**src/rtl/eeg_pkg.sv**
```systemverilog
// Shared constants and helpers for the EEG pad bridge.
package eeg_pkg;

    localparam int unsigned PAD_DW_DEF = 8;
    localparam int unsigned RATIO_DEF  = 4;
    localparam int unsigned DEPTH_DEF  = 4;

    // Ceiling log2, used for pointer and counter widths.
    function automatic int unsigned clog2(input int unsigned v);
        int unsigned r;
        r = 0;
        while ((64'd1 << r) < 64'(v)) begin
            r++;
        end
        return r;
    endfunction

endpackage

```
**src/rtl/eeg_sync_fifo.sv**
```systemverilog
// Single-clock FIFO with wrap-bit pointers (log2(DEPTH)+1 bits).
// Full/empty come from the MSB and address compare; contents clear on reset.
module eeg_sync_fifo
    import eeg_pkg::*;
#(
    parameter int unsigned W     = 8,
    parameter int unsigned DEPTH = 4
) (
    input  logic         clk,
    input  logic         rst_n,
    input  logic         push,
    input  logic [W-1:0] wdata,
    input  logic         pop,
    output logic [W-1:0] rdata,
    output logic         full,
    output logic         empty
);

    localparam int unsigned AW = clog2(DEPTH);

    logic [AW:0]  wptr;
    logic [AW:0]  rptr;
    logic [W-1:0] mem [DEPTH];

    assign empty = (wptr == rptr);
    assign full  = (wptr[AW] != rptr[AW]) && (wptr[AW-1:0] == rptr[AW-1:0]);
    assign rdata = mem[rptr[AW-1:0]];

    // Storage and pointer update; push ignored when full, pop ignored when empty.
    always_ff @(posedge clk or negedge rst_n) begin
        if (!rst_n) begin
            wptr <= '0;
            rptr <= '0;
            for (int unsigned i = 0; i < DEPTH; i++) begin
                mem[i] <= '0;
            end
        end else begin
            if (push && !full) begin
                mem[wptr[AW-1:0]] <= wdata;
                wptr              <= wptr + (AW+1)'(1);
            end
            if (pop && !empty) begin
                rptr <= rptr + (AW+1)'(1);
            end
        end
    end

endmodule

```
**src/rtl/eeg_pad_bridge.sv**
```systemverilog
// Pad <-> accelerator width bridge: packs RATIO pad beats into one word on the
// way in and splits result words back into pad beats on the way out.
// Optional feature: define EEG_PAD_BRIDGE_STAT_EN to enable STAT_CNT counters.
module eeg_pad_bridge
    import eeg_pkg::*;
#(
    parameter int unsigned PAD_DW = PAD_DW_DEF,
    parameter int unsigned RATIO  = RATIO_DEF,
    parameter int unsigned DEPTH  = DEPTH_DEF
) (
    input  logic                     clk,
    input  logic                     rst_n,
    input  logic                     PAD_DAT_VLD,
    input  logic                     PAD_DAT_LST,
    output logic                     PAD_DAT_RDY,
    input  logic [PAD_DW-1:0]        PAD_DAT_DAT,
    input  logic                     PAD_DAT_CMD,
    output logic                     ACC_DAT_VLD,
    output logic                     ACC_DAT_LST,
    input  logic                     ACC_DAT_RDY,
    output logic [PAD_DW*RATIO-1:0]  ACC_DAT_DAT,
    output logic                     ACC_DAT_CMD,
    input  logic                     ACC_OUT_VLD,
    input  logic                     ACC_OUT_LST,
    output logic                     ACC_OUT_RDY,
    input  logic [PAD_DW*RATIO-1:0]  ACC_OUT_DAT,
    output logic                     PAD_OUT_VLD,
    output logic                     PAD_OUT_LST,
    input  logic                     PAD_OUT_RDY,
    output logic [PAD_DW-1:0]        PAD_OUT_DAT,
    output logic [31:0]              STAT_CNT
);

    localparam int unsigned ACC_DW = PAD_DW * RATIO;
    localparam int unsigned LW     = clog2(RATIO);
    localparam logic [LW-1:0] LAST_LANE = LW'(RATIO - 1);

    logic              rdy_en;
    logic [LW-1:0]     lane;
    logic [ACC_DW-1:0] acc_r;
    logic              cmd_r;
    logic [ACC_DW-1:0] pk_word;
    logic              pk_cmd;
    logic              pk_close;
    logic              beat_acc;
    logic              in_push;
    logic              in_full;
    logic              in_empty;
    logic [ACC_DW+1:0] in_head;

    logic [LW-1:0]     beat;
    logic              out_full;
    logic              out_empty;
    logic              out_pop;
    logic [ACC_DW:0]   out_head;

    // RDY outputs stay low in reset and rise on the first edge after release.
    always_ff @(posedge clk or negedge rst_n) begin
        if (!rst_n) begin
            rdy_en <= 1'b0;
        end else begin
            rdy_en <= 1'b1;
        end
    end

    assign PAD_DAT_RDY = rdy_en && !in_full;
    assign ACC_OUT_RDY = rdy_en && !out_full;
    assign beat_acc    = PAD_DAT_VLD && PAD_DAT_RDY;
    assign in_push     = beat_acc && pk_close;

    // Word under assembly: captured lanes plus the current beat; upper lanes stay zero.
    always_comb begin
        pk_word = acc_r;
        for (int unsigned i = 0; i < RATIO; i++) begin
            if (lane == LW'(i)) begin
                pk_word[i*PAD_DW +: PAD_DW] = PAD_DAT_DAT;
            end
        end
        pk_cmd   = (lane == '0) ? PAD_DAT_CMD : cmd_r;
        pk_close = (lane == LAST_LANE) || PAD_DAT_LST;
    end

    // Packer lane counter and partial-word register.
    always_ff @(posedge clk or negedge rst_n) begin
        if (!rst_n) begin
            lane  <= '0;
            acc_r <= '0;
            cmd_r <= 1'b0;
        end else if (beat_acc) begin
            if (lane == '0) begin
                cmd_r <= PAD_DAT_CMD;
            end
            if (pk_close) begin
                lane  <= '0;
                acc_r <= '0;
            end else begin
                lane  <= lane + LW'(1);
                acc_r <= pk_word;
            end
        end
    end

    eeg_sync_fifo #(
        .W     (ACC_DW + 2),
        .DEPTH (DEPTH)
    ) u_in_fifo (
        .clk   (clk),
        .rst_n (rst_n),
        .push  (in_push),
        .wdata ({PAD_DAT_LST, pk_cmd, pk_word}),
        .pop   (ACC_DAT_VLD && ACC_DAT_RDY),
        .rdata (in_head),
        .full  (in_full),
        .empty (in_empty)
    );

    assign ACC_DAT_VLD = !in_empty;
    assign ACC_DAT_LST = in_head[ACC_DW+1];
    assign ACC_DAT_CMD = in_head[ACC_DW];
    assign ACC_DAT_DAT = in_head[ACC_DW-1:0];

    eeg_sync_fifo #(
        .W     (ACC_DW + 1),
        .DEPTH (DEPTH)
    ) u_out_fifo (
        .clk   (clk),
        .rst_n (rst_n),
        .push  (ACC_OUT_VLD && ACC_OUT_RDY),
        .wdata ({ACC_OUT_LST, ACC_OUT_DAT}),
        .pop   (out_pop),
        .rdata (out_head),
        .full  (out_full),
        .empty (out_empty)
    );

    assign PAD_OUT_VLD = !out_empty;
    assign PAD_OUT_LST = out_head[ACC_DW] && (beat == LAST_LANE);
    assign out_pop     = PAD_OUT_VLD && PAD_OUT_RDY && (beat == LAST_LANE);

    // Lane select of the head result word for the current beat.
    always_comb begin
        PAD_OUT_DAT = '0;
        for (int unsigned i = 0; i < RATIO; i++) begin
            if (beat == LW'(i)) begin
                PAD_OUT_DAT = out_head[i*PAD_DW +: PAD_DW];
            end
        end
    end

    // Unpacker beat counter, wraps to 0 as the head word pops.
    always_ff @(posedge clk or negedge rst_n) begin
        if (!rst_n) begin
            beat <= '0;
        end else if (PAD_OUT_VLD && PAD_OUT_RDY) begin
            beat <= (beat == LAST_LANE) ? '0 : beat + LW'(1);
        end
    end

`ifdef EEG_PAD_BRIDGE_STAT_EN
    logic [15:0] in_cnt;
    logic [15:0] out_cnt;

    // Saturating counts of words accepted on ACC_DAT and ACC_OUT.
    always_ff @(posedge clk or negedge rst_n) begin
        if (!rst_n) begin
            in_cnt  <= '0;
            out_cnt <= '0;
        end else begin
            if (ACC_DAT_VLD && ACC_DAT_RDY && (in_cnt != '1)) begin
                in_cnt <= in_cnt + 16'd1;
            end
            if (ACC_OUT_VLD && ACC_OUT_RDY && (out_cnt != '1)) begin
                out_cnt <= out_cnt + 16'd1;
            end
        end
    end

    assign STAT_CNT = {out_cnt, in_cnt};
`else
    assign STAT_CNT = '0;
`endif

endmodule
```
**config.mk**
```make
export PLATFORM = sky130hd
export DESIGN_NAME = eeg_pad_bridge
export DESIGN_NICKNAME = d
export VERILOG_FILES = /design/src/rtl/eeg_pkg.sv /design/src/rtl/eeg_sync_fifo.sv /design/src/rtl/eeg_pad_bridge.sv
export SDC_FILE = /design/constraint.sdc
export NUM_CORES = 1
export LEC_CHECK = 0
export CORE_UTILIZATION = 55
export CTS_BUF_LIST = sky130_fd_sc_hd__clkbuf_2
export DETAILED_ROUTE_END_ITERATION = 16
export HOLD_SLACK_MARGIN = 0.08
export MAX_ROUTING_LAYER = met4
export PLACE_DENSITY_LB_ADDON = 0.25
export RECOVER_POWER = 50
export SLEW_MARGIN = 20
export SYNTH_ARGS = -nofsm -noshare
export SYNTH_HDL_FRONTEND = slang
export SYNTH_HIERARCHICAL = 1
export SYNTH_SLANG_ARGS = --single-unit
```
**constraint.sdc**
```tcl
create_clock -name clk -period 5.54 [get_ports clk]
set_input_delay 0.554 -clock clk [delete_from_list [all_inputs] [get_ports clk]]
set_output_delay 0.554 -clock clk [all_outputs]
set_load 0.02 [all_outputs]
```
Yosys cells after proc, flatten, opt, wreduce, memory -nomap -nowiden
Cells that the tools add are included.
W data, S select, Z words.
{"block": "totals", "ff_bits": 318}
{"block": "classes", "n_addsub": 6, "n_lt_le_gt_ge": 6, "n_eq_ne": 12, "mux": 24, "bitwise": 4, "reduce_logical": 24}
{"op": "$bwmux W136", "count": 1}
{"op": "$bwmux W132", "count": 1}
{"op": "$mux W34", "count": 3}
{"op": "$mux W33", "count": 3}
{"op": "$bmux W34 S2", "count": 1}
{"op": "$demux W34 S2", "count": 1}
{"op": "$bmux W33 S2", "count": 1}
{"op": "$demux W33 S2", "count": 1}
{"op": "$mux W8", "count": 8}
{"op": "$mux W32", "count": 1}
{"op": "$logic_and A1 B1 Y1", "count": 17}
{"op": "$add A3 B1 Y3 const B", "count": 4}
{"op": "$ge A3 B3 Y1 const B", "count": 4}
{"op": "$not A2 Y3", "count": 4}
{"op": "$eq A2 B2 Y1 const B", "count": 4}
{"op": "$eq A3 B3 Y1", "count": 2}
{"op": "$lt A3 B1 Y1 const B", "count": 2}
{"op": "$add A2 B1 Y2 const B", "count": 2}
{"op": "$eq A2 B1 Y1 const B", "count": 2}
{"op": "$eq A2 B2 Y1", "count": 2}
{"op": "$logic_not A1 Y1", "count": 4}
{"op": "$logic_not A2 Y1", "count": 2}
{"op": "$mux W2", "count": 2}
{"op": "$ne A1 B1 Y1", "count": 2}
{"op": "other kinds (2)", "count": 2}

Depth between registers and ports, before layout
Gate-level depths: netlist of the first run.
{"block": "logic_depth", "ltp_word": 8, "mapped_depth": 12, "mapped_depth_nobuf": 8}

Cells and area by module
Netlist of the first run, hierarchy kept.
{"module": "eeg_sync_fifo (u_out_fifo)", "n_inst": 1, "cells_per_inst": 363, "area_per_inst_um2": 6701.4}
{"module": "eeg_sync_fifo (u_in_fifo)", "n_inst": 1, "cells_per_inst": 372, "area_per_inst_um2": 6616.3}
{"module": "eeg_pad_bridge", "n_inst": 1, "cells_per_inst": 220, "area_per_inst_um2": 2439.8}

Worst setup path before layout of the first run
OpenSTA, ideal clock, no wires.
{"block": "synth_timing", "path_type": "register to register", "from": "reg u_in_fifo.rptr[0]", "to": "reg u_in_fifo/mem[10] (netlist name)", "setup_time_ns": 0.125, "arrival_time_ns": 2.656, "required_time_ns": 5.415, "slack_ns": 2.759, "stages_incl_launch_ff": 12, "path_buffers": 4, "period_less_slack_ns": 2.781, "cell_sequence": "dfrtp_1 > buf_2 > xor2_1 > nor2_1 > nand3b_4 > buf_6 > nor2_4 > bufbuf_16 > nand2_1 > a31oi_4 > buf_6 > mux2_4"}
{"block": "synth_via", "elab_chain_cells": 7}
{"item": "from (decl)", "line": "eeg_sync_fifo.sv:22", "rtl": "logic [AW:0] rptr;"}
{"item": "from (signal assigned)", "line": "eeg_sync_fifo.sv:43", "rtl": "rptr <= rptr + (AW+1)'(1);"}
{"item": "$eq A2 B2 Y1", "line": "eeg_sync_fifo.sv:26", "rtl": "assign full = (wptr[AW] != rptr[AW]) && (wptr[AW-1:0] == rptr[AW-1:0]);"}
{"item": "$logic_and A1 B1 Y1", "line": "eeg_sync_fifo.sv:26"}
{"item": "net in_full", "line": "eeg_pad_bridge.sv:47", "rtl": "logic in_full;"}
{"item": "$logic_not A1 Y1", "line": "eeg_pad_bridge.sv:66", "rtl": "assign PAD_DAT_RDY = rdy_en && !in_full;"}
{"item": "$logic_and A1 B1 Y1", "line": "eeg_pad_bridge.sv:66"}
{"item": "$logic_and A1 B1 Y1", "line": "eeg_pad_bridge.sv:68", "rtl": "assign beat_acc = PAD_DAT_VLD && PAD_DAT_RDY;"}
{"item": "$logic_and A1 B1 Y1", "line": "eeg_pad_bridge.sv:69", "rtl": "assign in_push = beat_acc && pk_close;"}
{"item": "net in_push", "line": "eeg_pad_bridge.sv:46", "rtl": "logic in_push;"}
{"item": "$logic_and A1 B1 Y1", "line": "eeg_sync_fifo.sv:38", "rtl": "if (push && !full) begin"}
{"item": "to (signal, indexed assignment)", "line": "eeg_sync_fifo.sv:39", "rtl": "mem[wptr[AW-1:0]] <= wdata;"}
{"item": "to (decl)", "line": "eeg_sync_fifo.sv:23", "rtl": "logic [W-1:0] mem [DEPTH];"}
The timed path passes the listed nets, and every way through them passes these cells.
A chain may end at the register's enable or synchronous reset.

Final worst setup path of the first run
{"block": "layout_timing", "from": "reg u_in_fifo.wptr[1]", "to": "reg u_in_fifo/mem[64] (netlist name)"}
{"block": "layout_via", "elab_chain_cells": 7, "word_cells_on_any_way": 14, "classes_between": "order compare (2); eq/ne (1); mux (3); bitwise (1); reduce/logical (7)"}
{"item": "from (decl)", "line": "eeg_sync_fifo.sv:21", "rtl": "logic [AW:0] wptr;"}
{"item": "from (signal assigned)", "line": "eeg_sync_fifo.sv:40", "rtl": "wptr <= wptr + (AW+1)'(1);"}
{"item": "$eq A2 B2 Y1", "line": "eeg_sync_fifo.sv:26"}
{"item": "$logic_and A1 B1 Y1", "line": "eeg_sync_fifo.sv:26"}
{"item": "net in_full", "line": "eeg_pad_bridge.sv:47"}
{"item": "$logic_not A1 Y1", "line": "eeg_pad_bridge.sv:66"}
{"item": "$logic_and A1 B1 Y1", "line": "eeg_pad_bridge.sv:66"}
{"item": "$logic_and A1 B1 Y1", "line": "eeg_pad_bridge.sv:68"}
{"item": "$logic_and A1 B1 Y1", "line": "eeg_pad_bridge.sv:69"}
{"item": "net in_push", "line": "eeg_pad_bridge.sv:46"}
{"item": "$logic_and A1 B1 Y1", "line": "eeg_sync_fifo.sv:38"}
The timed path passes the listed nets, and every way through them passes these cells.

==> impl_metrics.tcl, run 1 <==
set metrics [dict create \
    status "complete, but fails checks" \
    violations "max-capacitance violations, max-slew violations" \
    postPlaceCellArea_um2 16700 \
    post-route-drc-count 0 \
    critPathRequiredTime_ns 6.29 \
    multi_input_area_um2 7110 \
    cp.depth 9 \
    fp.dieH_um 171 \
    grt_pass1_wl_um 51800 \
    slowest_delay_ns 0.98 \
    synth_warnings 6 \
    max_cap_viol_count 4 \
    cts_buffer_depth 3 \
    overflow 0 \
    powerDensity_nw_per_um2 569 \
    vias 8559 \
    grt_max_degree 131 \
    wire_per_inst_um 20.9 \
    yosys.area_share.simple 0.0211 \
    synthCells 955 \
    cts_root_buf "clkbuf_2" \
    crit_slowest_cell "nand3b_1" \
    synth-xor-area-share 0.0139 \
    row_count 61 \
    area_delta_synth_final_pct 10.6 \
    die_x_um 171 \
    relSlewSlack -1.14 \
    crit_buf_inv 1 \
    track_usage 0.239 \
    gp_congestion 0.790 \
    avgSynthCellArea_um2 16.5 \
    crit_family "simple AND/OR/NAND/NOR gates" \
    synth_top_family_by_area "multiplexers" \
    r2r_start "u_in_fifo/wptr[1]" \
    cts.sinks 318 \
    finClkSkew_ns 0.0513 \
    min_period_ns 4.45 \
    path_clk_slew_ns 0.11 \
    post-route-period-util 0.803 \
    path_cells "xnor2_1 > nand2_1 > nor2_1 > nand3b_1 > nor2_4 > nand2_1 > a31oi_4 > buf_4 > mux2_2" \
    rsz0062_at_grt "false" \
    synth_adder_area_share 0.0143 \
    irDropWorstVdd_mv 0.346 \
    postLayoutCoreUtil 0.622 \
    pin_count 128 \
    timing_hold_violations_final 0 \
    detail-route-antenna-nets 0 \
    fillers 2113 \
    cp-start-kind "register" \
    cts_tree "yes" \
    drt-pass1-iter-count 5 \
    leakagePower_nw 7.94 \
    r2r_setup_slack_ns 1.09 \
    synthMuxAreaShare 0.354 \
    cp.arrival_ns 5.20 \
    path_class "reg -> reg" \
    grt_pass1_vias 9227 \
    timing.rr.end "u_in_fifo/mem[64]" \
    antenna_found_initial 1 \
    ys_ff_latch 318 \
    final_cell_area_um2 17400 \
    path_common_cell "nand2_1" \
    drt_first_iter_violations 423 \
    initial_core_util 0.563 \
    via_per_inst 5.58 \
    path_max_fanout 29 \
    finalSetupTns_ns 0 \
    dp_hpwl_um 19800 \
    yosysSeqAreaShare 0.505 \
    htree_num_levels 3 \
    timing.fmax_ghz 0.225 \
    core_um2 28000 \
    postCtsSetupBuffers 0 \
    tightest_slew_ns 3.20 \
    synth_cell_type_count 37 \
    syn_area_um2 15800 \
    hold_class "in -> async" \
    post-place-ws_ns 1.85 \
    reg2reg_depth 9 \
    final_cells 1534 \
    totalWireLength_um 32100 \
    setup_viol 0 \
    nets 1163 \
    dp_cells 1389 \
    synth_compound_area_frac 0.0417 \
    numCtsBuffers 82 \
    die_area_um2 29300 \
    setup.worst_path.end_class "register" \
    final_max_slew_viol_count 261 \
    post_cts_resized 0 \
    drive_above_1_share 0.471 \
    port_buffers 95 \
    seqCellArea_um2 7960 \
    setup_slack_ns 1.09 \
    clk_latency_ns 0.89 \
]
## worst reg2reg max path, stage by stage (launching register included)
cell	delay (ns)
dfrtp_1	0.47
xnor2_1	0.37
nand2_1	0.18
nor2_1	0.08
nand3b_1	0.98
nor2_4	0.69
nand2_1	0.16
a31oi_4	0.53
buf_4	0.46
mux2_2	0.40
## cell usage in the layout, fill, tap and decap left out, types with 2 or more instances in the layout
cell and instances:
dfrtp_1 315, mux2_4 166, mux2_2 140, clkbuf_2 124
clkdlybuf4s50_1 94, mux4_2 67, conb_1 33, a22o_1 26
nand2_1 23, nor2b_1 19, ha_1 18, inv_1 13
buf_4 12, o31ai_1 11, clkinv_1 8, a31oi_4 8
a221oi_1 7, o21ai_0 6, nor2_1 6, xor2_1 6
diode_2 5, xnor2_1 5, clkinv_2 4, nor3_1 4
o311ai_0 4, inv_2 3, dfrtp_2 3, a21oi_1 2
and2_0 2, xor2_4 2, xnor2_2 2, a311o_1 2
o31a_2 2, buf_12 2
## stage by stage
stage	power [mW]	hold WS [ns]
detailed placement	8.39	0.482
floorplan	7.17	0.258
global route	10.5	0.225
finish	9.91	0.252
global placement	8.28	0.476
CTS	10.0	0.203
## worst max path at each step
stage          slack (ns)          startpoint             endpoint
2_1_floorplan        2.76   u_in_fifo/rptr[0]    u_in_fifo/mem[10]
3_3_place_gp         1.98  u_out_fifo/rptr[0]  u_out_fifo/mem[131]
3_5_place_dp         1.85  u_out_fifo/rptr[0]  u_out_fifo/mem[131]
4_1_cts              1.06  u_out_fifo/rptr[0]       PAD_OUT_DAT[0]
5_1_grt              0.76               rst_n    u_in_fifo/rptr[1]
6_report             1.09   u_in_fifo/wptr[1]    u_in_fifo/mem[64]
## per-layer routing
metal  track usage  vias to the layer above  part of all wire
met5             -                        -                 0
met4        0.0749                        0             0.015
met2         0.379                      212              0.49
li1              -                     3796                 -
met1         0.309                     4507              0.45
met3        0.0499                       44             0.046
## cell usage after synthesis, drive strengths merged
master | n | area [µm²]
xnor2 | 8 | 111
nor2 | 7 | 33.8
nor3 | 5 | 36.3
nand2 | 23 | 86.3
o21ai | 6 | 30.0
buf | 79 | 673
o31a | 2 | 20.0
o311ai | 4 | 35.0
dfrtp | 318 | 7960
and2 | 3 | 18.8
o31ai | 11 | 82.6
mux4 | 67 | 1510
inv | 13 | 48.8
nor2b | 20 | 133
conb | 2 | 7.51
clkbuf | 7 | 26.3
a31oi | 8 | 170
a21oi | 2 | 10.0
nand3 | 1 | 5.00
a221oi | 7 | 61.3
nand3b | 1 | 20.0
a22o | 26 | 228
bufbuf | 1 | 32.5
ha | 18 | 225
xor2 | 8 | 108
mux2 | 306 | 4070
a311o | 2 | 20.0
## power breakdown
part | internal, mW | leakage, nW | total (mW) | switching [mW]
clock network | 0.627 | 0.562 | 1.58 | 0.949
registers | 3.23 | 4.07 | 3.81 | 0.584
logic | 2.52 | 3.31 | 4.52 | 2.00
## flip-flops by register name (all words and copies together), names as in the netlist
signal	flops
u_out_fifo/wptr	3
acc_r	32
u_out_fifo/mem	132
u_in_fifo/mem	136
cmd_r	1
u_in_fifo/rptr	3
lane	2
u_in_fifo/wptr	3
rdy_en	1
u_out_fifo/rptr	3
beat	2
## what timing repair did
| item | in CTS | in global routing |
|---|---|---|
| endpoints found under the setup margin | 0 | 0 |
| hold endpoints to repair | 86 | 0 |
| hold buffers | 1 | 0 |
## cell type report
type	instances	area share
diodes	5	0.000718
clock buffers	122	0.0350
clock inverters	17	0.00567
inverters	13	0.00280
multi-input cells	568	0.408
flip-flops and latches	318	0.457
well taps	378	0.0271
repair buffers	113	0.0637
## cells by family after synthesis
logic type                 after synthesis
adders and majority gates               18
AOI/OAI and AO/OA                       68
DFF                                    318
and+or+nand+nor                         60
other                                    2
buffers and inverters                  100
muxes                                  373
xor gates and xnor gates                16
Note: power is estimated with default switching activity, not from simulation.
==> run 2: changes to the inputs <==
Clock period 5.54 ns to 3.7 ns, I/O delays scaled along.
==> run 2 against run 1 <==
Compared with the run above:
- the flow still finishes with violations (max-capacitance violations, max-slew violations)
- non-clock buffer count grew 10
- sequential power grew 49%
- die area is the same
- via count grew 2.0%
- sequential share of layout area shrank 0.41 points
- largest power group unchanged
- clock power grew 44%
- global-route usage grew 0.73 points
- total power grew 51%
- register-to-register slack lost 0.47 ns
- clock skew shrank 0.014 ns
- cell count grew 0.52%
- largest cell class unchanged
==> impl_metrics.tcl, run 2 (same netlist as run 1, synthesis figures left out) <==
set metrics [dict create \
    path_clk_slew_ns 0.12 \
    drt-pass1-iter-count 4 \
    totalWireLength_um 33200 \
    drt_first_iter_violations 502 \
    final_common_cell "dfrtp_1" \
    cts_tree "yes" \
    leakagePower_nw 8.05 \
    grt_pass1_wl_um 53000 \
    max_cap_viol_count 4 \
    path_class "reg -> out" \
    final_cell_area_um2 17600 \
    multi_input_area_um2 7150 \
    row_count 61 \
    drive_above_1_share 0.473 \
    initial_core_util 0.563 \
    core_um2 28000 \
    dp_cells 1394 \
    tightest_slew_ns 2.05 \
    finalSetupTns_ns 0 \
    largest_register_ffs 136 \
    fin_hold_ws_ns 0.167 \
    overflow 0 \
    area_delta_synth_final_pct 11.6 \
    final_max_slew_viol_count 318 \
    hold_class "in -> reg" \
    wire_per_inst_um 21.6 \
    finClkSkew_ns 0.0371 \
    violations "max-capacitance violations, max-slew violations" \
    port_buffers 95 \
    min_period_ns 3.54 \
    cp-start-kind "register" \
    pin_count 128 \
    critPathRequiredTime_ns 3.33 \
    grt_pass1_vias 9509 \
    cts_buffer_depth 3 \
    grt_max_degree 84 \
    antenna_found_initial 1 \
    cts.sinks 318 \
    nets 1175 \
    crit_slowest_cell "clkdlybuf4s50_1" \
    fillers 2158 \
    post-route-period-util 0.956 \
    path_cells "buf_12 > mux4_2 > a221oi_2 > o31ai_1 > clkdlybuf4s50_1" \
    final_cell_mix "315 x dfrtp_1, 166 x mux2_4, 140 x mux2_2" \
    top_register "u_in_fifo/mem" \
    seqCellArea_um2 7960 \
    powerDensity_nw_per_um2 850 \
    die_area_um2 29300 \
    detail-route-antenna-nets 0 \
    clk_latency_ns 0.89 \
    top_regs "u_in_fifo/mem (136), u_out_fifo/mem (132), acc_r (32)" \
    timing.fmax_ghz 0.283 \
    htree_num_levels 3 \
    via_per_inst 5.66 \
    status "complete, but fails checks" \
    dp_hpwl_um 20000 \
    relSlewSlack -0.365 \
    die_x_um 171 \
    slowest_delay_ns 0.57 \
    final_cells 1542 \
    cts_root_buf "clkbuf_2" \
    irDropWorstVdd_mv 0.604 \
    setup_viol 0 \
    timing_hold_violations_final 0 \
    cp.arrival_ns 3.17 \
    setup.worst_path.end_class "primary output" \
    post-route-drc-count 0 \
    gp_congestion 0.764 \
    vias 8727 \
    path_max_fanout 19 \
    fp.dieH_um 171 \
    postPlaceCellArea_um2 16800 \
    numCtsBuffers 84 \
    track_usage 0.246 \
]
## run 2: cell count changes in the layout (fill, tap and decap cells not counted), moves of 3 or more
cell             change
buf_12               +5
a221oi_1             -5
diode_2              -4
dlymetal6s2s_1       +4
a221oi_2             +5
clkinv_1            +10
inv_2                -3
clkdlybuf4s50_1      -5
## run 2: routing by layer
metal	wire length (µm)	track usage
met5	0	-
met4	605	0.0819
met3	1590	0.0529
met2	16700	0.398
met1	14400	0.309
## run 2: layout make-up
class / instances / share of cell area
multi-input cells: 568 / 0.407
clock buffers: 119 / 0.0339
diodes: 1 / 0.000142
flip-flops and latches: 318 / 0.453
well taps: 378 / 0.0269
repair buffers: 123 / 0.0717
inverters: 13 / 0.00278
clock inverters: 22 / 0.00498
## run 2: worst max-delay path, delay by kind of cell (launching register included)
kind	cells	cell delay [ns]
buf+inv	2	0.79
compound gates	2	0.51
mux	1	0.55
flops	1	0.43
## run 2: final timing paths
check,from,to,depth (start not counted),slack (ns)
setup reg to reg,u_in_fifo/wptr[1],u_in_fifo/mem[101],9,0.62
max in group asynchronous,rst_n,u_in_fifo/rptr[0],4,0.54
setup / recovery,u_out_fifo/rptr[0],PAD_OUT_DAT[2],5,0.16
hold reg to reg,u_in_fifo/mem[39],u_in_fifo/mem[39],1,0.51
min in group asynchronous,rst_n,u_in_fifo/mem[63],3,0.60
hold / removal,PAD_DAT_VLD,lane[0],3,0.17
## run 2: what timing repair did
item,CTS,global route
gates resized for setup,12,9
setup endpoints to repair,8,8
cloned,0,0
buffers inserted,2,0
hold buffers,3,0
endpoints found under the hold margin,318,0
## run 2: report_power, final
| part | switching (mW) | leakage [nW] | internal, mW |
|---|---|---|---|
| logic | 3.14 | 3.44 | 3.86 |
| clock network | 1.42 | 0.538 | 0.852 |
| registers | 0.829 | 4.07 | 4.84 |
| total | 5.39 | 8.05 | 9.55 |
## run 2: stage by stage
stage	power, mW	setup slack (ns)	util
after floorplan	10.7	0.919	-
after global placement	12.4	0.852	0.601
after detailed placement	12.6	0.734	0.601
after CTS	15.1	0.00217	0.630
after global routing	15.8	-0.00504	0.628
final	14.9	0.162	0.628
